<file path="config.mk">
export PLATFORM = sky130hd
export DESIGN_NAME = led_round_ctrl
export DESIGN_NICKNAME = d
export VERILOG_FILES = /design/src/rtl/led_round_ctrl.sv
export SDC_FILE = /design/constraint.sdc
export NUM_CORES = 1
export LEC_CHECK = 0
export ABC_CLOCK_PERIOD_IN_PS = 3050
export CAP_MARGIN = 20
export CORE_MARGIN = 2
export CORE_UTILIZATION = 46
export CTS_BUF_LIST = sky130_fd_sc_hd__clkbuf_16
export DETAILED_ROUTE_END_ITERATION = 7
export GPL_TIMING_DRIVEN = 0
export PLACE_DENSITY = 0.76
export SETUP_SLACK_MARGIN = 0.2
export SYNTH_ARGS = -nofsm -noshare
export SYNTH_HDL_FRONTEND = slang
export SYNTH_SLANG_ARGS = --single-unit
</file>
<file path="constraint.sdc">
create_clock -name clk -period 3.05 [get_ports clk]
set_clock_uncertainty 0.2 [all_clocks]
set_input_delay 0.61 -clock clk [delete_from_list [all_inputs] [get_ports clk]]
set_output_delay 0.61 -clock clk [all_outputs]
set_load 0.02 [all_outputs]
</file>
<file path="src/rtl/led_round_ctrl.sv">
`default_nettype none
// ============================================================================
// Module   : led_round_ctrl
// Brief    : Round sequencer for the 24-LED reaction-game sweep timer. Arms
//            the sweep timer, judges a press (or timeout) against a target
//            LED window, keeps score and repeats for ROUNDS rounds.
// Options  : ROUND_CTRL_STREAK_EN - every third consecutive hit scores +2.
// Revision : 1.0 - initial release
// ============================================================================
module led_round_ctrl #(
  parameter int ROUNDS      = 5,
  parameter int TGT_LO      = 16,
  parameter int TGT_HI      = 19,
  parameter int SHOW_CYCLES = 50000000
) (
  input  logic        clk,
  input  logic        rst,        // asynchronous, active-low
  input  logic        start,
  input  logic        btn,
  input  logic [23:0] led_in,
  input  logic        time_end,
  output logic        tmr_st,
  output logic [7:0]  score,
  output logic [7:0]  round,
  output logic        hit,
  output logic        miss,
  output logic [23:0] last_led,
  output logic        busy,
  output logic        done
);

  localparam int              c_CW        = $clog2(SHOW_CYCLES + 1);
  localparam logic [c_CW-1:0] c_SHOW_LAST = c_CW'(SHOW_CYCLES - 1);
  localparam logic [7:0]      c_ROUNDS    = 8'(ROUNDS);
  // Bits TGT_LO..TGT_HI set: the LEDs that count as a hit.
  localparam logic [23:0]     c_TGT_MASK  = (24'hFFFFFF >> (23 - TGT_HI)) &
                                            (24'hFFFFFF << TGT_LO);

  typedef enum logic [2:0] {
    S_IDLE = 3'd0,
    S_ARM  = 3'd1,
    S_RUN  = 3'd2,
    S_SHOW = 3'd3,
    S_DONE = 3'd4
  } state_t;

  state_t          r_state;
  logic [c_CW-1:0] r_show_cnt;

  logic       w_start_go;
  logic       w_judge;
  logic       w_judge_hit;
  logic       w_in_window;
  logic       w_bonus;
  logic [8:0] w_sum;
  logic [7:0] w_score_next;

  // A press counts only when every lit LED lies inside the target window.
  assign w_in_window = ((led_in & c_TGT_MASK) != 24'd0) &&
                       ((led_in & ~c_TGT_MASK) == 24'd0);

  assign w_start_go  = start && ((r_state == S_IDLE) || (r_state == S_DONE));
  assign w_judge     = (r_state == S_RUN) && (time_end || btn);
  // Timeout has priority over a press in the same cycle.
  assign w_judge_hit = (r_state == S_RUN) && !time_end && btn && w_in_window;

`ifdef ROUND_CTRL_STREAK_EN
  logic [1:0] r_streak;

  assign w_bonus = (r_streak == 2'd2);

  // Consecutive-hit counter; the third hit in a row takes the bonus and restarts it.
  always_ff @(posedge clk or negedge rst) begin
    if (!rst) begin
      r_streak <= 2'd0;
    end else if (w_start_go) begin
      r_streak <= 2'd0;
    end else if (w_judge) begin
      if (!w_judge_hit || w_bonus) r_streak <= 2'd0;
      else                         r_streak <= r_streak + 2'd1;
    end
  end
`else
  assign w_bonus = 1'b0;
`endif

  // Saturating score increment.
  assign w_sum        = {1'b0, score} + (w_bonus ? 9'd2 : 9'd1);
  assign w_score_next = w_sum[8] ? 8'hFF : w_sum[7:0];

  // Round sequencer with all outputs registered alongside the state.
  always_ff @(posedge clk or negedge rst) begin
    if (!rst) begin
      r_state    <= S_IDLE;
      r_show_cnt <= '0;
      tmr_st     <= 1'b0;
      score      <= 8'd0;
      round      <= 8'd0;
      hit        <= 1'b0;
      miss       <= 1'b0;
      last_led   <= 24'd0;
      busy       <= 1'b0;
      done       <= 1'b0;
    end else begin
      hit  <= 1'b0;
      miss <= 1'b0;
      case (r_state)
        S_IDLE, S_DONE: begin
          tmr_st <= 1'b0;
          if (start) begin
            score    <= 8'd0;
            round    <= 8'd0;
            last_led <= 24'd0;
            busy     <= 1'b1;
            done     <= 1'b0;
            r_state  <= S_ARM;
          end
        end
        S_ARM: begin
          tmr_st  <= 1'b1;
          r_state <= S_RUN;
        end
        S_RUN: begin
          if (w_judge) begin
            tmr_st     <= 1'b0;
            round      <= round + 8'd1;
            r_show_cnt <= c_SHOW_LAST;
            r_state    <= S_SHOW;
            if (time_end) begin
              miss     <= 1'b1;
              last_led <= 24'd0;
            end else begin
              last_led <= led_in;
              if (w_judge_hit) begin
                hit   <= 1'b1;
                score <= w_score_next;
              end else begin
                miss <= 1'b1;
              end
            end
          end
        end
        S_SHOW: begin
          if (r_show_cnt == '0) begin
            if (round == c_ROUNDS) begin
              busy    <= 1'b0;
              done    <= 1'b1;
              r_state <= S_DONE;
            end else begin
              r_state <= S_ARM;
            end
          end else begin
            r_show_cnt <= r_show_cnt - 1'b1;
          end
        end
        default: begin
          tmr_st  <= 1'b0;
          busy    <= 1'b0;
          done    <= 1'b0;
          r_state <= S_IDLE;
        end
      endcase
    end
  end

endmodule
`default_nettype wire

</file>
# [Word-level counts from Yosys, hierarchy flattened]
# Cells that the tools add are included.
[totals] reg_bits=74 latch_bits=0 ramBits=0 rom_bits=0 input_bits=29 mem_count=0
[classes] n_addsub=3 n_mul=0 div_mod_pow=0 magnitude_cmp=0 eq_ne=12 n_shift=0 n_mux=38 bitwise_logic=2 n_reduce_logical=21
[ops] op="$mux W24" n=3
[ops] op="$mux W26" n=2
[ops] op="$pmux W26 S2" n=1
[ops] op="$mux W8" n=6
[ops] op="$pmux W24 S2" n=1
[ops] op="$pmux W8 S2" n=2
[ops] op="$logic_not A26 Y1" n=1
[ops] op="$sub A26 B1 Y26 const B" n=1
[ops] op="$logic_not A24 Y1" n=1
[ops] op="$reduce_bool A24 Y1" n=1
[ops] op="$mux W1" n=15
[ops] op="$ne A2 B2 Y1 const B" n=7
[ops] op="$mux W3" n=4
[ops] op="$pmux W3 S4" n=1
[ops] op="$add A8 B1 Y9 const B" n=1
[ops] op="$pmux W1 S3" n=3
[ops] op="$reduce_and A3 Y1" n=3
[ops] op="$add A8 B1 Y8 const B" n=1
[ops] op="$eq A8 B3 Y1 const B" n=1
[ops] op="$eq A3 B2 Y1 const B" n=2
[ops] op="$logic_and A1 B1 Y1" n=5
[ops] op="$reduce_and A5 Y1" n=1
[ops] op="$reduce_and A4 Y1" n=1
[ops] op="$reduce_bool A2 Y1" n=2
[ops] op="other kinds (8)" n=10

# [Logic depth before layout (Yosys ltp)]
# Gate-level depths: netlist of the first run.
[depth] word_depth=8 mapped_depth=9

# [Least setup slack after synthesis of the first run]
# OpenSTA, ideal clock, no wires.
[synth_timing] path_kind="reg-to-reg" start="register r_show_cnt[6]" end="register r_show_cnt[19]" t_arrival_ns=2.598 path_slack_ns=0.182 stages_incl_launch_ff=8 synth_period_minus_slack_ns=2.868 cell_sequence="dfrtp_1 > or4_4 > buf_6 > or4_4 > buf_6 > or4_4 > or4_1 > nand3_1"
[synth_between] elab_chain_cells=3 elab_cells_between_ends=6 classes_between="add/sub: 1; eq/ne: 1; mux: 2; reduce/logical: 2"
[synth_lines] item="start: declaration" line_no="48" rtl="logic [c_CW-1:0] r_show_cnt;"
[synth_lines] item="start signal: assignment" line_no="127" rtl="r_show_cnt <= c_SHOW_LAST;"
[synth_lines] item="start signal: assignment" line_no="153" rtl="r_show_cnt <= r_show_cnt - 1'b1;"
[synth_lines] item="$sub A26 B1 Y26 / $logic_not A26 Y1 (equally long branches)" line_no="153, 144"
[synth_lines] item="$mux W26 / $ne A2 B2 Y1 (equally long branches)"
[synth_lines] item="$pmux W26 S2 / $reduce_and A3 Y1 (equally long branches)"
# Parallel ways exist; a longest one is shown, timed or not. The select of a mux whose other input is x is not followed.
# A chain may end at the register's enable or synchronous reset.

# [Final worst setup path of the first run]
# Ends and elaborated chain as after synthesis.

==> flow_summary.ini, run 1 <==
[placed_design]
numPortBuffers = 73
dp_hpwl_um = 6773
place_area_um2 = 4537
place_inst = 575
gp_routability_congestion = 0.8804
pre_cts_ws_ns = -0.5479

[detailed_routing]
wl_per_cell_um = 16.31
ant_nets = 0
remaining_drc_errors = 0
dr_total_vias = 3378
firstDrtPassIters = 4
wl_um = 9722
drt_iter0_markers = 249
vias_per_cell = 5.668

[timing]
setup_viol = 0
hold_viol = 0
tightest_slew_ns = 0.6785
fin_crit_ns = 2.880
finalCritPeriodShare = 0.9443
setup_tns_ns = 0
hold_ws_ns = 0.002621
drv_slew = 0
worst_slack_ns = 0.1698
fmax_ghz = 0.3472
rsz0062_at_grt = true
slew_headroom = 0.5435

[yosys]
syn_inst = 399
synth_top_area_share = 0.5068
avgSynthCellArea_um2 = 9.157
ys_seq_elements = 74
syn-num-nets = 432
async_reset_ff_frac = 1.000
ys_seq_area_frac = 0.5068
yosys.area.top_type = dfrtp_1
synth_cell_types = 49
ys_warn_count = 0
synth-edff-count = 0
synth-main-ff-cell = dfrtp_1
yosys-top-cells-area = dfrtp_1 (51%), nand2_1 (6.8%), o21ai_0 (5.9%)
netlist_area_um2 = 3654

[hold_path]
worstHoldPathType = in2async

[clock_tree]
htree_num_levels = 3
tritoncts = done
cts-root-buf = clkbuf_16
clkLatencyLatePin_ns = 0.33
cts.path.max_buffers = 2
clk_pin_slew_ns = 0.06
cts_buffers = 9
clock-sinks = 74

[die]
design.core.area_um2 = 7727
rows = 32
die-width_um = 93.12
die_area_um2 = 8671
start_util = 0.4728
io_pins = 74
die_h_um = 93.12

[setup_path]
critPathBufInv = 2
critPathKind = reg2reg
worstPathMaxFanout = 5
worstPathRequired_ns = 3.11
critPathSlowestCell = or4_4
path_cells = or4_4 > buf_6 > or4_4 > buf_6 > or4_4 > or4_1 > nand3_1
crit_family = simple AND/OR/NAND/NOR gates
cpMostUsedCell = or4_4
r2r_slack_ns = 0.17
cp_slowest_stage_delay_ns = 0.53
worstPathArrival_ns = 2.94
critPathCaptureType = flip-flop
cp-start-kind = flip-flop

[power_and_ir_drop]
cellLeakagePower_nw = 1.949
p_total_mw = 2.657
vdd_drop_max_uv = 387.9
p_per_area_nw_per_um2 = 535.5

[finish]
finalNetCount = 522
drive_gt1_frac = 0.1073
seq_area_um2 = 1852
finalInstanceArea_um2 = 4962
area_delta_synth_final_pct = 35.82
stdcell_count = 596
diodes = 0
final_util = 0.6422
multi_input_area_um2 = 1763
fillers = 624

[job]
maxCapViolations = 0

[outcome]
status = completed

[global_route]
overflow = 0
grt_pass1_vias = 3261
antenna_found_initial = 0
grt_pass1_wl_um = 16090
grt_max_degree = 47
grtUsageTotal = 0.2364
## cells in the mapped netlist (3+ instances only)
library cell	n
o31ai_1	12
xor2_1	6
nand3_1	16
clkbuf_1	15
o211ai_1	4
dfrtp_1	74
or3_1	6
inv_1	10
or4_1	8
nor3_1	13
nand4_1	6
a31oi_1	3
ha_1	4
nand2_1	66
or4_4	3
nor4_1	14
or2_2	6
nor2_1	30
o21ai_0	43
and4_1	3
or4_2	4
xnor2_1	3
a21oi_1	15
## worst register-to-register path, delay by kind of cell (launching register included)
kind	cells	cell delay, ns
buf+inv	2	0.28
flops	1	0.39
simple gates	5	1.94
## layout make-up
cell class,instances,share of cell area
buffer,19,0.01891
inverter,10,0.007564
clock inverter,7,0.01412
clock buffer,9,0.04539
multi-input combinational,296,0.3553
sequential,74,0.3732
timing repair buffer,79,0.1599
tap,102,0.02572
## per-layer routing
metal / vias up / GRT usage / wire (um)
li1: 1635 / - / -
met1: 1643 / 0.3314 / 4351
met2: 89 / 0.3659 / 4770
met3: 11 / 0.05963 / 460
met4: 0 / 0.06740 / 139
met5: - / 0 / 0
## cell families after synthesis
group | synth area share
flops | 0.5069
buf+inv | 0.03424
simple gates | 0.2685
compound gates | 0.1497
fa+ha+maj | 0.01370
mux | 0.005480
xor+xnor | 0.02158
## registers in the layout, indices dropped and copies added (netlist names)
name,count
done,1
r_state,3
busy,1
miss,1
round,8
last_led,24
hit,1
r_show_cnt,26
tmr_st,1
score,8
## power breakdown
| group | internal (mW) | total (mW) | switching (mW) |
|---|---|---|---|
| Clock | 0.630 | 1.04 | 0.411 |
| Sequential | 1.08 | 1.18 | 0.0955 |
| Combinational | 0.221 | 0.437 | 0.216 |
| Total | 1.93 | 2.66 | 0.723 |
## cell usage in the layout, fill, tap and decap left out, types with 4 or more instances in the layout
cell             instances
clkdlybuf4s50_1         72
nand3_1                 16
inv_1                   10
or4_1                    8
dfrtp_1                 74
a21oi_1                 14
or2_2                    6
o211ai_1                 4
nor4_1                  13
clkbuf_1                14
xor2_1                   6
o21ai_0                 42
nand4_1                  6
or3_1                    5
o31ai_1                 11
buf_4                    8
nor2_1                  29
clkbuf_16                9
nand2_1                 66
nor3_1                  10
ha_1                     4
or4_2                    4
## what timing repair did
action	4_1_cts	5_1_grt
buffers inserted	3	2
resized for setup	10	11
pin swaps	1	1
endpoints found under the setup margin	30	15
hold buffers	0	0
## final timing paths
kind                                       startpoint                    endpoint  cells past startpoint
min in group clk           r_show_cnt[12]$_DFFE_PN0P_  r_show_cnt[12]$_DFFE_PN0P_                      1
hold / removal                                    rst  r_show_cnt[12]$_DFFE_PN0P_                      1
setup reg to reg            r_show_cnt[6]$_DFFE_PN0P_  r_show_cnt[19]$_DFFE_PN0P_                      7
max in group asynchronous                         rst      r_state[1]$_DFFE_PN0P_                      2
setup / recovery            r_show_cnt[6]$_DFFE_PN0P_  r_show_cnt[19]$_DFFE_PN0P_                      7
hold reg to reg            r_show_cnt[12]$_DFFE_PN0P_  r_show_cnt[12]$_DFFE_PN0P_                      1
Note: power is estimated with default switching activity, not from simulation.
==> inputs of run 2 (changes only) <==
--- a/config.mk
+++ b/config.mk
@@ -5,14 +5,15 @@
 export SDC_FILE = /design/constraint.sdc
 export NUM_CORES = 1
 export LEC_CHECK = 0
+export ABC_AREA = 1
 export ABC_CLOCK_PERIOD_IN_PS = 3050
 export CAP_MARGIN = 20
 export CORE_MARGIN = 2
-export CORE_UTILIZATION = 46
+export CORE_UTILIZATION = 48
 export CTS_BUF_LIST = sky130_fd_sc_hd__clkbuf_16
 export DETAILED_ROUTE_END_ITERATION = 7
 export GPL_TIMING_DRIVEN = 0
-export PLACE_DENSITY = 0.76
+export PLACE_DENSITY = 0.77
 export SETUP_SLACK_MARGIN = 0.2
 export SYNTH_ARGS = -nofsm -noshare
 export SYNTH_HDL_FRONTEND = slang
==> constraint.sdc (replaced) <==
create_clock -name clk -period 3.05 [get_ports clk]
set_clock_uncertainty 0.2 [all_clocks]
set_input_delay 0.61 -clock clk [delete_from_list [all_inputs] [get_ports clk]]
set_output_delay 0.61 -clock clk [all_outputs]
set_load 0.05 [all_outputs]
==> run 2 against run 1 <==
Net effect: combinational power grew to 5.6 times the previous value; final cell count grew 33%; worst setup slack gained 0.39 ns; routed wire length grew 14%; flip-flop and latch count is the same; critical path depth shrank 6; global-route usage grew 0.33 points; final area grew 8.6%; maximum frequency grew 16%; register-to-register slack gained 0.63 ns.
==> flow_summary.ini, run 2 <==
[outcome]
status = completed

[die]
die_h_um = 98.02
die-width_um = 98.02
rows = 34
design.core.area_um2 = 8636
die_area_um2 = 9607
start_util = 0.4913
io_pins = 74

[finish]
reg_top3 = r_show_cnt x26, last_led x24
largest_register = r_show_cnt
final_util = 0.6239
finalInstanceArea_um2 = 5388
largest_reg_flops = 26
final_common_cell = nand2_1
fillers = 784
layout_common_cells = nand2_1 (195), nand3_1 (83), nor2_1 (76)
diodes = 0
finalNetCount = 710
area_delta_synth_final_pct = 26.98
drive_gt1_frac = 0.08944

[placed_design]
pre_cts_ws_ns = 0.5597
dp_hpwl_um = 8119
place_area_um2 = 5126
gp_routability_congestion = 0.8761
numPortBuffers = 73

[setup_path]
critPathKind = reg2out
crit_family = buffers and inverters
reg2reg_to = r_show_cnt[21]$_DFFE_PN0P_
reg2reg_depth = 12
crit_end = round[6]
cp-start-kind = flip-flop
critPathBufInv = 1
critPathLaunch = round[6]$_DFFE_PN0P_
worstPathArrival_ns = 1.68
critPathCaptureType = primary output
worstPathMaxFanout = 5
critPathSlowestCell = clkdlybuf4s50_1
regToRegStartpoint = r_show_cnt[0]$_DFFE_PN0P_
worstPathRequired_ns = 2.24
path_cells = clkdlybuf4s50_1
crit_cells = 1
cp_slowest_stage_delay_ns = 0.88
r2r_slack_ns = 0.80

[detailed_routing]
wl_um = 11090
remaining_drc_errors = 0
drt_iter0_markers = 238
wl_per_cell_um = 14.04
vias_per_cell = 5.258
dr_total_vias = 4154
firstDrtPassIters = 5
ant_nets = 0

[job]
maxCapViolations = 0

[timing]
tightest_slew_ns = 0.5497
worst_slack_ns = 0.5623
finalCritPeriodShare = 0.8156
drv_slew = 0
fmax_ghz = 0.4020
rsz0062_at_grt = false
setup_viol = 0
hold_viol = 0
fin_crit_ns = 2.488
slew_headroom = 0.6324

[yosys]
synth_top_area_share = 0.4364
synth_cell_types = 28
synth-edff-count = 0
async_reset_ff_frac = 1.000
yosys-top-cells-area = dfrtp_1 (44%), nand2_1 (17%), nand3_1 (9.8%)
synth.most_common_cell = nand2_1
syn_inst = 592
ys_seq_elements = 74
ys_seq_area_frac = 0.4364
yosys.area.top_type = dfrtp_1
netlist_area_um2 = 4243
synth-main-ff-cell = dfrtp_1
ys_warn_count = 0
synthTopCellsByCount = nand2_1 (195), nand3_1 (83), nor2_1 (76), dfrtp_1 (74), inv_1 (55)
avgSynthCellArea_um2 = 7.167
syn-num-nets = 625

[clock_tree]
cts.path.max_buffers = 2
clock-sinks = 74
cts_buffers = 9
htree_num_levels = 3
clk_pin_slew_ns = 0.06
tritoncts = done
cts-root-buf = clkbuf_16
cts_setup_buffers = 0
hold_buffers = 0
clkLatencyLatePin_ns = 0.34
cts_resized = 0

[hold_path]
worstHoldPathType = in2async

[global_route]
grtUsageTotal = 0.2397
grt_max_degree = 44
grt_pass1_wl_um = 18730
overflow = 0
antenna_found_initial = 0
grt_pass1_vias = 4141

[power_and_ir_drop]
p_per_area_nw_per_um2 = 910.3
p_total_mw = 4.904
cellLeakagePower_nw = 2.683
vdd_drop_max_uv = 494.0
run 2: logic make-up (layout without fill, tap and decap cells):
family,after synthesis,in the layout,share of synthesized area
xor+xnor,6,6,0.01239
buf+inv,75,165,0.07785
flops,74,74,0.4365
simple gates,406,406,0.4285
compound gates,27,27,0.03303
fa+ha+maj,4,4,0.01180
run 2: how the worst min path moves through the flow:
stage | startpoint | to | slack, ns | cells past startpoint
finish | rst | r_show_cnt[15]$_DFFE_PN0P_ | 0.004 | 1
global route | rst | r_show_cnt[15]$_DFFE_PN0P_ | 0.04 | 1
CTS | rst | r_show_cnt[15]$_DFFE_PN0P_ | 0.02 | 1
detailed placement | r_state[2]$_DFFE_PN0P_ | r_state[2]$_DFFE_PN0P_ | 0.26 | 2
global placement | last_led[15]$_DFFE_PN0P_ | last_led[15]$_DFFE_PN0P_ | 0.26 | 2
floorplan | rst | busy$_DFFE_PN0P_ | 0.11 | 0
run 2: cell type report:
cell class              instances  area [um^2]  area share
inverters                      59        221.5     0.04111
multi-input cells             443         2061      0.3825
plain buffers                  16        108.9     0.02020
clock buffers                   9        225.2     0.04180
flip-flops and latches         74         1852      0.3437
repair buffers                 74        748.2      0.1389
well taps                     108        135.1     0.02508
clock inverters                 7        36.28    0.006735
run 2: routing by layer:
metal | GRT usage | vias to the layer above | part of all wire
met5 | 0 | - | 0
li1 | - | 2057 | -
met2 | 0.4020 | 151 | 0.48
met4 | 0.08547 | 0 | 0.016
met3 | 0.08304 | 15 | 0.087
met1 | 0.2868 | 1931 | 0.42
run 2: per-stage QoR:
stage | std cells | hold slack (ns) | TNS (ns)
final | 790 | 0.004244 | 0
after global routing | 790 | 0.03698 | 0
after CTS | 790 | 0.02219 | 0
after detailed placement | 774 | 0.2630 | 0
after global placement | 773 | 0.2616 | -106.66
after floorplan | 592 | 0.1144 | 0
run 2: where the power goes:
part / switching [mW] / internal, mW / total, mW / leakage (nW)
Clock: 0.416 / 0.539 / 0.955 / 0.124
Combinational: 1.65 / 0.783 / 2.43 / 1.59
Sequential: 0.255 / 1.26 / 1.52 / 0.970
